`config.mk`:
```
export PLATFORM = sky130hd
export DESIGN_NAME = gated_mac_sequencer
export DESIGN_NICKNAME = d
export VERILOG_FILES = /design/src/rtl/gated_mac_sequencer.sv
export SDC_FILE = /design/constraint.sdc
export NUM_CORES = 1
export LEC_CHECK = 0
export ABC_AREA = 1
export CAP_MARGIN = 10
export CELL_PAD_IN_SITES_DETAIL_PLACEMENT = 0
export CELL_PAD_IN_SITES_GLOBAL_PLACEMENT = 1
export CORE_ASPECT_RATIO = 2
export CORE_MARGIN = 3
export CORE_UTILIZATION = 41
export DETAILED_ROUTE_END_ITERATION = 10
export PLACE_DENSITY_LB_ADDON = 0.1
export SKIP_CTS_REPAIR_TIMING = 1
export SYNTH_ARGS = -nofsm -noshare
export SYNTH_HDL_FRONTEND = slang
export SYNTH_SLANG_ARGS = --single-unit
```
`constraint.sdc`:
```
create_clock -name clk -period 7.05 [get_ports clk]
set_input_delay 2.115 -clock clk [delete_from_list [all_inputs] [get_ports clk]]
set_output_delay 2.115 -clock clk [all_outputs]
set_load 0.02 [all_outputs]
```
`src/rtl/gated_mac_sequencer.sv`:
```
// gated_mac_sequencer: sequential sum-of-products over six gated 9x8 terms,
// one shared multiplier, ready/valid on operand and result sides.
module gated_mac_sequencer (
  input  logic        clk,
  input  logic        rst,
  input  logic        in_valid,
  output logic        in_ready,
  input  logic [53:0] a_bus,
  input  logic [47:0] b_bus,
  input  logic [5:0]  gate,
  input  logic [6:0]  offset,
  output logic        out_valid,
  input  logic        out_ready,
  output logic [16:0] out_data,
  output logic [15:0] mul_count
);

  localparam int unsigned NTERM = 6;
  localparam int unsigned AW    = 9;
  localparam int unsigned BW    = 8;
  localparam int unsigned ACCW  = 17;
  localparam int unsigned CNTW  = 16;
  localparam int unsigned OFFW  = 7;

  typedef enum logic [1:0] {
    ST_IDLE = 2'd0,
    ST_RUN  = 2'd1,
    ST_DONE = 2'd2
  } state_e;

  state_e                 state_q;
  logic [NTERM*AW-1:0]    a_q;
  logic [NTERM*BW-1:0]    b_q;
  logic [NTERM-1:0]       pend_q;
  logic [ACCW-1:0]        acc_q;
  logic                   out_valid_q;
  logic [ACCW-1:0]        out_data_q;
  logic [CNTW-1:0]        mul_cnt_q;

  logic [AW-1:0]          a_sel;
  logic [BW-1:0]          b_sel;
  logic [NTERM-1:0]       sel_oh;
  logic                   found;
  logic [ACCW-1:0]        prod;
  logic [ACCW-1:0]        acc_d;
  logic [NTERM-1:0]       pend_d;
  logic [CNTW-1:0]        mul_cnt_d;
  logic [ACCW-1:0]        offset_ext;

  // Pick the lowest pending term and compute this cycle's accumulation.
  always_comb begin
    a_sel  = '0;
    b_sel  = '0;
    sel_oh = '0;
    found  = 1'b0;
    for (int i = 0; i < int'(NTERM); i++) begin
      if (pend_q[i] && !found) begin
        a_sel     = a_q[AW*i +: AW];
        b_sel     = b_q[BW*i +: BW];
        sel_oh[i] = 1'b1;
        found     = 1'b1;
      end
    end
    prod      = ACCW'(a_sel) * ACCW'(b_sel);
    acc_d     = acc_q + prod;
    pend_d    = pend_q & ~sel_oh;
    mul_cnt_d = (mul_cnt_q == {CNTW{1'b1}}) ? mul_cnt_q : mul_cnt_q + CNTW'(1);
  end

  assign offset_ext = ACCW'(offset);

  // Sequencer: accept operands, walk pending terms, hold result until taken.
  always_ff @(posedge clk or posedge rst) begin
    if (rst) begin
      state_q     <= ST_IDLE;
      a_q         <= '0;
      b_q         <= '0;
      pend_q      <= '0;
      acc_q       <= '0;
      out_valid_q <= 1'b0;
      out_data_q  <= '0;
      mul_cnt_q   <= '0;
    end else begin
      case (state_q)
        ST_IDLE: begin
          if (in_valid) begin
            a_q    <= a_bus;
            b_q    <= b_bus;
            acc_q  <= offset_ext;
            pend_q <= ~gate;
            if (gate == {NTERM{1'b1}}) begin
              state_q     <= ST_DONE;
              out_valid_q <= 1'b1;
              out_data_q  <= offset_ext;
            end else begin
              state_q <= ST_RUN;
            end
          end
        end
        ST_RUN: begin
          acc_q     <= acc_d;
          pend_q    <= pend_d;
          mul_cnt_q <= mul_cnt_d;
          if (pend_d == '0) begin
            state_q     <= ST_DONE;
            out_valid_q <= 1'b1;
            out_data_q  <= acc_d;
          end
        end
        ST_DONE: begin
          if (out_ready) begin
            state_q     <= ST_IDLE;
            out_valid_q <= 1'b0;
          end
        end
        default: begin
          state_q     <= ST_IDLE;
          out_valid_q <= 1'b0;
        end
      endcase
    end
  end

  // Ready is a pure decode of state so reset shows it immediately.
  assign in_ready  = (state_q == ST_IDLE);
  assign out_valid = out_valid_q;
  assign out_data  = out_data_q;
  assign mul_count = mul_cnt_q;

  // OFFW documents the addend width; the zero-extension above relies on it.
  logic unused_ok;
  assign unused_ok = (OFFW == 7);

endmodule

```
# Yosys cells after proc, flatten, opt, wreduce, memory -nomap -nowiden
# Cells that the tools add are included.
classes:
  n_addsub: 2
  mul: 1
  eq_ne: 8
  n_mux: 40
  bitwise: 4
  reduce_logical: 19
op_table:
  columns: ["op", "n"]
  rows:
  - ["$mux W17", 4]
  - ["$pmux W17 S2", 2]
  - ["$mux W9", 6]
  - ["$mux W8", 6]
  - ["$add A17 B17 Y17", 1]
  - ["$mul A9 B8 Y17", 1]
  - ["$add A16 B1 Y16 const B", 1]
  - ["$eq A16 B16 Y1 const B", 1]
  - ["$mux W1", 14]
  - ["$not A6 Y6", 2]
  - ["$pmux W6 S2", 1]
  - ["$mux W2", 4]
  - ["$reduce_and A4 Y1", 2]
  - ["$and A6 B6 Y6", 1]
  - ["$eq A6 B6 Y1 const B", 1]
  - ["$logic_not A6 Y1", 1]
  - ["$mux W6", 1]
  - ["$ne A2 B2 Y1 const B", 3]
  - ["$pmux W2 S3", 1]
  - ["$reduce_and A2 Y1", 3]
  - ["$logic_and A1 B1 Y1", 5]
  - ["$logic_not A1 Y1", 5]
  - ["$pmux W1 S3", 1]
  - ["$reduce_and A3 Y1", 1]
  - ["other kinds (6)", 6]
totals:
  regBits: 161
  input_bits: 119
  elab_cells: 82

# Longest topological paths before layout
# Gate-level depths: netlist of run 1.
logic_depth:
  word_depth: 21
  ltp_mapped: 28
  mapped_depth_nobuf: 27

# Worst setup path before layout of run 1
# No wires, ideal clock.
synth_path:
  path_kind: "flip-flop to flip-flop"
  startpoint: "register pend_q[0]"
  endpoint: "register acc_q[8]"
  setup_time_ns: 0.131
  arrival_ns: 4.655
  setup_slack_ns: 2.264
  path_stages_with_launch: 24
  n_path_buf: 2
  period_less_slack_ns: 4.786
  path_cell_list: "dfrtp_1 -> nor2_2 -> buf_6 -> nand4_4 -> nor2_4 -> buf_2 -> nand2_1 -> nand3_2 -> nand2_1 -> fa_1 -> fa_1 -> inv_1 -> fa_1 -> inv_1 -> fa_1 -> inv_1 -> ha_1 -> nand2_1 -> inv_1 -> nand2_1 -> nand3_1 -> or2_2 -> nand3_1 -> o21ai_0"
synth_between:
  elab_chain_len: 19
  elab_cells_between_ends: 30
  cone_classes: "1 x add/sub; 1 x mul; 18 x mux; 10 x reduce/logical"
synth_rtl:
  columns: ["item", "line_no", "rtl"]
  rows:
  - ["start, declared", "34", "logic [NTERM-1:0] pend_q;"]
  - ["start signal, assigned", "90", "pend_q <= ~gate;"]
  - ["start signal, assigned", "102", "pend_q <= pend_d;"]
  - ["$mux W1", "57", "if (pend_q[i] && !found) begin"]
  - ["$logic_not A1 Y1", "57", null]
  - ["$logic_and A1 B1 Y1", "57", null]
  - ["$mux W1", "57", null]
  - ["$logic_not A1 Y1", "57", null]
  - ["$logic_and A1 B1 Y1", "57", null]
  - ["$mux W1", "57", null]
  - ["$logic_not A1 Y1", "57", null]
  - ["[... 3 more ...]", null, null]
  - ["$logic_and A1 B1 Y1", "57", null]
  - ["$mux W1", "57", null]
  - ["$logic_not A1 Y1", "57", null]
  - ["$logic_and A1 B1 Y1", "57", null]
  - ["$mux W9 / $mux W8 (equally long branches)", "57", null]
  - ["$mul A9 B8 Y17 *", "64", "prod = ACCW'(a_sel) * ACCW'(b_sel);"]
  - ["$add A17 B17 Y17 *", "65", "acc_d = acc_q + prod;"]
  - ["$pmux W17 S2 *", "84", "case (state_q)"]
  - ["end signal, assigned", "89", "acc_q <= offset_ext;"]
  - ["end, declared", "35", "logic [ACCW-1:0] acc_q;"]
# Every way passes the cells marked *; elsewhere a longest branch is shown, timed or not.
# A chain may end at the register's enable or synchronous reset.

# Worst setup path after layout of run 1
layout_path:
  startpoint: "register pend_q[0]"
  endpoint: "register out_data_q[13] (netlist: out_data[13])"
layout_between:
  elab_chain_len: 21
  elab_cells_between_ends: 41
  cone_classes: "1 x add/sub; 1 x mul; 1 x eq/ne; 24 x mux; 2 x bitwise; 12 x reduce/logical"
layout_rtl:
  columns: ["item", "line_no", "rtl"]
  rows:
  - ["branches (longest 21 deep; another with $mux W1)", null, null]
  - ["end signal, assigned", "94", "out_data_q <= offset_ext;"]
  - ["end, declared", "37", "logic [ACCW-1:0] out_data_q;"]
# Several ways; the timed one is not identified. The select of a mux whose other input is x is not followed.

==> run_results.csv, run 1 <==
group,metric,value,unit
floorplan,ioPinCount,154,
worst_setup_path,cp.required,7.39,ns
drt,ant_nets,0,
worst_setup_path,critPathMaxStageDelay,0.65,ns
yosys,syn_nets,1546,
global_routing,top_usage_layer,"met2",
yosys,synth.avg_cell_area,7.73,um^2
global_routing,grt_pass1_wl,49.3,mm
sta,setup_viol,0,
yosys,synth_edf_count,0,
hold_path,hold_class,"flip-flop to flip-flop",
sta,fin_tns_setup,0,ns
clocking,clk_pin_slew,0.06,ns
floorplan,start_util,0.418,
layout,drive_gt1_frac,0.0586,
layout,layoutNonFillerInstCount,1817,
clocking,clock_path_buffers,2,
sta,tightest_slew,1.06,ns
drt,drt_iter0_drc,383,
sta,rsz0062_at_grt,"false",
drt,via_per_inst,4.80,
floorplan,num_rows,81,
worst_setup_path,crit_path_frequent_cell,"inv_1",
placed_design,dp.cells,1786,
clocking,cts_root_buffer,"clkbuf_16",
yosys,synth_flop_cell,"dfrtp_1",
placed_design,io_buffers,153,
yosys,async_flop_share,1.00,
drt,vias,8730,
global_routing,grtUsageTotal,0.238,
yosys,syn-cell-area,10300,um^2
sta,fin_worst_skew,0.0139,ns
clocking,clock_latency,0.45,ns
sta,post-route-period-util,0.877,
floorplan,dieArea,27200,um^2
worst_setup_path,cp-start-kind,"flip-flop",
global_routing,grt_util_met2,0.455,
global_routing,first_global_vias,9162,
global_routing,grt_use_met3,0.0374,
yosys,yosys_warnings,0,
clocking,cts.sinks,161,
layout,mostFrequentLayoutCells,"nand2_1 (601), inv_1 (200), dfrtp_1 (161)",
drt,post_drt_wl_per_cell,17.2,um
sta,slew_headroom,0.292,
layout,syn2layout_area_growth,23.6,%
worst_setup_path,crit_buf_inv,6,
worst_setup_path,path_class,"flip-flop to flip-flop",
worst_setup_path,worstPathMaxFanout,20,
clocking,h-tree-depth,4,
placed_design,dp_hpwl,25.0,mm
global_routing,grt_util_met1,0.244,
floorplan,core,24600,um^2
drt,drc,0,
run_status,outcome,"complete, no violations",
sta,max_clock_freq,162,MHz
worst_setup_path,endpoint_kind,"flip-flop",
global_routing,grt_max_degree,100,
sta,hold_viol,0,
yosys,seq_area_frac_synth,0.391,
layout,nets,1686,
layout,final_util,0.517,
worst_setup_path,path_delay_family,"adder cells",
layout,antenna_cells,0,
floorplan,fp.dieW,118,um
layout,final_common_cell,"nand2_1",
placed_design,gp_congestion,0.901,
worst_setup_path,path_cells,"nor2_2 > buf_4 > nand3_1 > nor2_4 > nand2_1 > o211ai_2 > nand2_1 > fa_1 > inv_1 > fa_1 > inv_1 > fa_1 > fa_1 > inv_1 > ha_1 > nand2_1 > inv_1 > a21oi_1 > nand3_1 > o21ai_0 > inv_1 > nand3_1 > nand2_1",
drt,firstDrtPassIters,5,
global_routing,grt_overflow_total,0,
yosys,yosys_register_bits,161,
sta,finalCriticalPeriod,6.18,ns
sta,drv_slew,0,
drt,wl,31.3,mm
worst_setup_path,arrival,6.52,ns
global_routing,antenna_found_initial,0,
yosys,postSynthCellCount,1333,
yosys,ys_types,37,
job,maxCapViolCount,0,
clocking,cts_tree,"yes",
floorplan,fp.dieH,230,um
worst_setup_path,slowest_stage,"dfrtp_1",
clocking,cts_buffers,17,
[per-layer routing]
metal / wire, um / vias up
li1: - / 4310
met1: 11000 / 4158
met2: 17700 / 194
met3: 850 / 68
met4: 1690 / 0
met5: 0 / -
[registers in the layout, summed over array words and instances, names as in the netlist]
signal,count
pend_q,6
mul_count,16
b_q,48
out_data,17
acc_q,17
state_q,2
out_valid,1
a_q,54
[final timing paths]
kind | end | cells after the start | from | slack (ns)
hold / removal | out_data[4] | 2 | out_data[4] | 0.48
min in group asynchronous | a_q[11] | 2 | rst | 2.23
setup reg to reg | out_data[13] | 23 | pend_q[0] | 0.87
hold reg to reg | out_data[4] | 2 | out_data[4] | 0.48
setup / recovery | out_data[13] | 23 | pend_q[0] | 0.87
max in group asynchronous | b_q[27] | 3 | rst | 3.79
[cells by family (layout without fill, tap and decap cells)]
kind of cell | Yosys count | after routing | share of synthesized area
fa+ha+maj | 94 | 94 | 0.156
compound gates | 79 | 79 | 0.0479
flops | 161 | 161 | 0.391
simple gates | 733 | 733 | 0.293
xor+xnor | 17 | 17 | 0.0145
mux | 1 | 1 | 0.000972
buf+inv | 248 | 400 | 0.0972
[per-stage QoR]
step	hold WS [ns]	cell area (um^2)	setup WS [ns]
after floorplan	0.449	10300	0.587
after global placement	0.461	12100	0.898
after detailed placement	0.462	12100	0.845
after CTS	0.480	12700	0.833
after global routing	0.498	12700	0.532
final	0.476	12700	0.867
[tightest hold or removal path: stages, from the launching register on]
cell and delay, ns:
dfrtp_1 0.35, nand2_1 0.05, nand2_1 0.04
[cells in the mapped netlist (4+ instances only)]
cell type	instances	area, um^2
o21ai_2	6	52.6
buf_2	17	85.1
nand2_2	5	31.3
nand3_1	68	340
clkbuf_1	17	63.8
nor2_1	23	86.3
a21oi_1	28	140
nand2_1	602	2260
nor2_2	4	25.0
a22oi_1	4	30.0
o211ai_2	6	75.1
or2_2	4	25.0
buf_6	4	45.0
dfrtp_1	161	4030
xor2_1	9	78.8
nor3_1	4	20.0
o21ai_0	28	140
xnor2_1	8	70.1
nand3_2	10	100
fa_1	57	1140
ha_1	37	463
inv_1	201	754
[cell type report]
type	count	area, um^2
fillers	2560	11900
clock buffers	22	464
clock inverters	9	155
flip-flops and latches	161	4030
well taps	332	415
inverters	207	791
multi-input cells	924	5280
repair buffers	162	1600
Power of run 1 is not shown: default switching activity piles up to over one toggle a cycle in this logic, so the estimate is an artifact.
==> run 2: changes to the inputs <==
- ABC_AREA: 1 -> unset
- CORE_UTILIZATION: 41 -> 43
- GPL_ROUTABILITY_DRIVEN: unset -> 1
==> run 2 against run 1 <==
Via count down 18%. Clock skew down 0.0072 ns. Sequential share of layout area up 1.2 points. Final area down 3.5%.
==> run_results.csv, run 2 <==
group,metric,value,unit
global_routing,first_global_vias,7854,
yosys,yosys_register_bits,161,
yosys,ys_types,59,
floorplan,ioPinCount,154,
yosys,postSynthCellCount,923,
sta,fin_tns_setup,0,ns
global_routing,grt_pass1_wl,41.6,mm
sta,hold_viol,0,
yosys,synth.largest_area_cell,"dfrtp_1",
clocking,cts.sinks,161,
sta,finalCriticalPeriod,6.34,ns
yosys,seq_area_frac_synth,0.409,
clocking,clock_path_buffers,2,
worst_setup_path,timing.rr.end,"out_data[15]",
clocking,h-tree-depth,4,
hold_path,hold_class,"flip-flop to flip-flop",
worst_setup_path,cp-start-kind,"flip-flop",
drt,firstDrtPassIters,4,
yosys,synth.avg_cell_area,10.7,um^2
sta,drv_slew,0,
layout,multi_input_area,5200,um^2
worst_setup_path,critPathMaxStageDelay,0.59,ns
layout,largest_reg_flops,54,
yosys,syn_nets,1136,
yosys,yosysMostFrequentCell,"dfrtp_1",
yosys,synth_top_area_share,0.409,
layout,nets,1283,
clocking,cts_tree,"yes",
worst_setup_path,crit_start,"pend_q[0]",
layout,top_register,"a_q",
sta,fin_worst_skew,0.00667,ns
yosys,async_flop_share,1.00,
sta,setup_ws,0.713,ns
layout,drive_gt1_frac,0.154,
layout,final_common_cell,"dfrtp_1",
yosys,synthTopCellsByArea,"dfrtp_1 (41%), mux2_2 (12%), fa_1 (12%)",
worst_setup_path,cp.required,7.38,ns
worst_setup_path,crit_path_end,"out_data[15]",
placed_design,gp_congestion,0.851,
global_routing,grt_overflow_total,0,
floorplan,num_rows,77,
sta,slew_headroom,0.366,
sta,post-route-period-util,0.899,
run_status,outcome,"complete, no violations",
floorplan,start_util,0.441,
floorplan,fp.dieW,113,um
sta,tightest_slew,0.947,ns
hold_path,hold_start,"out_data[11]",
layout,antenna_cells,0,
yosys,syn-cell-area,9850,um^2
yosys,yosys-top-cells-count,"dfrtp_1 (161), inv_1 (116), mux2_2 (103)",
clocking,clock_latency,0.44,ns
worst_setup_path,worstPathMaxFanout,13,
drt,vias,7195,
layout,mostFrequentLayoutCells,"dfrtp_1 (161), clkdlybuf4s50_1 (153), inv_1 (115)",
floorplan,dieArea,24900,um^2
layout,regArea,4030,um^2
global_routing,grt_max_degree,103,
worst_setup_path,r2r_start,"pend_q[0]",
worst_setup_path,r2r_slack,0.71,ns
clocking,clk_pin_slew,0.06,ns
drt,post_drt_wl_per_cell,19.1,um
sta,setup_viol,0,
sta,rsz0062_at_grt,"false",
drt,drc,0,
drt,via_per_inst,5.30,
worst_setup_path,r2r_cells,20,
floorplan,core,22400,um^2
clocking,cts_buffers,17,
placed_design,dp_hpwl,20.7,mm
global_routing,antenna_found_initial,0,
drt,wl,25.9,mm
drt,drt_iter0_drc,318,
layout,syn2layout_area_growth,24.7,%
worst_setup_path,arrival,6.67,ns
yosys,synth_flop_cell,"dfrtp_1",
worst_setup_path,endpoint_kind,"flip-flop",
worst_setup_path,path_cells,"or4_4 > nor2_4 > and2_2 > a211o_1 > o21ai_2 > or2_1 > fa_1 > fa_1 > inv_1 > fa_1 > inv_1 > fa_1 > inv_1 > ha_1 > a21o_1 > a21oi_1 > a21oi_1 > o31a_1 > or3_1 > a32o_1",
sta,max_clock_freq,158,MHz
global_routing,grtUsageTotal,0.220,
job,maxCapViolCount,0,
worst_setup_path,crit_path_frequent_cell,"fa_1",
floorplan,fp.dieH,220,um
yosys,synth_edf_count,0,
worst_setup_path,path_class,"flip-flop to flip-flop",
clocking,cts_root_buffer,"clkbuf_16",
worst_setup_path,slowest_stage,"or4_4",
layout,reg_top3,"a_q x54, b_q x48",
placed_design,pre_cts_ws,0.727,ns
placed_design,io_buffers,153,
drt,ant_nets,0,
layout,fill_cells,2093,
yosys,yosys_warnings,0,
==> run 2: how the worst min path moves through the flow <==
stage	endpoint	slack, ns	cells after the start
6_report	out_data[11]	0.48	2
3_5_place_dp	out_data[11]	0.47	2
3_3_place_gp	out_data[11]	0.46	2
2_1_floorplan	acc_q[7]	0.45	2
4_1_cts	out_data[11]	0.49	2
5_1_grt	out_data[13]	0.51	1
==> run 2: layout make-up <==
type,instances,area share
clock buffers,20,0.0364
clock inverters,11,0.0144
inverters,116,0.0359
multi-input cells,608,0.424
flip-flops and latches,161,0.328
well taps,276,0.0281
repair buffers,166,0.134
==> run 2: worst max-delay path, delay by kind of cell (launching register included) <==
family                   cells  cell delay (ns)
AO/OA/AOI/OAI                7             1.50
buffers and inverters        3             0.14
AND/OR/NAND/NOR              5             1.68
flip-flops                   1             0.46
adder cells (fa/ha/maj)      5             2.42
==> run 2: cell families after synthesis <==
logic type / count (synthesis) / share of synthesized area
mux: 107 / 0.122
xor+xnor: 27 / 0.0240
flops: 161 / 0.409
fa+ha+maj: 94 / 0.163
buf+inv: 154 / 0.0636
compound gates: 168 / 0.119
simple gates: 212 / 0.100
==> run 2: layer usage <==
| metal | track usage | up-vias | share of wire |
|---|---|---|---|
| met5 | 0 | - | 0 |
| met4 | 0.110 | 0 | 0.044 |
| met3 | 0.0489 | 55 | 0.043 |
| met2 | 0.419 | 151 | 0.57 |
| met1 | 0.221 | 3598 | 0.34 |
| li1 | - | 3391 | - |
==> run 2: metrics by stage <==
stage               hold WS (ns)  instance area [um^2]  instances  utilization
detailed placement         0.471                 11700       1327        0.522
global route               0.507                 12300       1358        0.549
global placement           0.461                 11700       1327        0.522
finish                     0.477                 12300       1358        0.549
CTS                        0.485                 12300       1358        0.549
floorplan                  0.446                  9850        923            -
Power of run 2 is left out for the same reason.
==> run 3: changes to the inputs <==
- ABC_CLOCK_PERIOD_IN_PS: unset -> 7050
==> results of run 3 <==
The final DEF is identical to that of run 2; final timing and power are the same.
Power of run 3 is left out for the same reason.
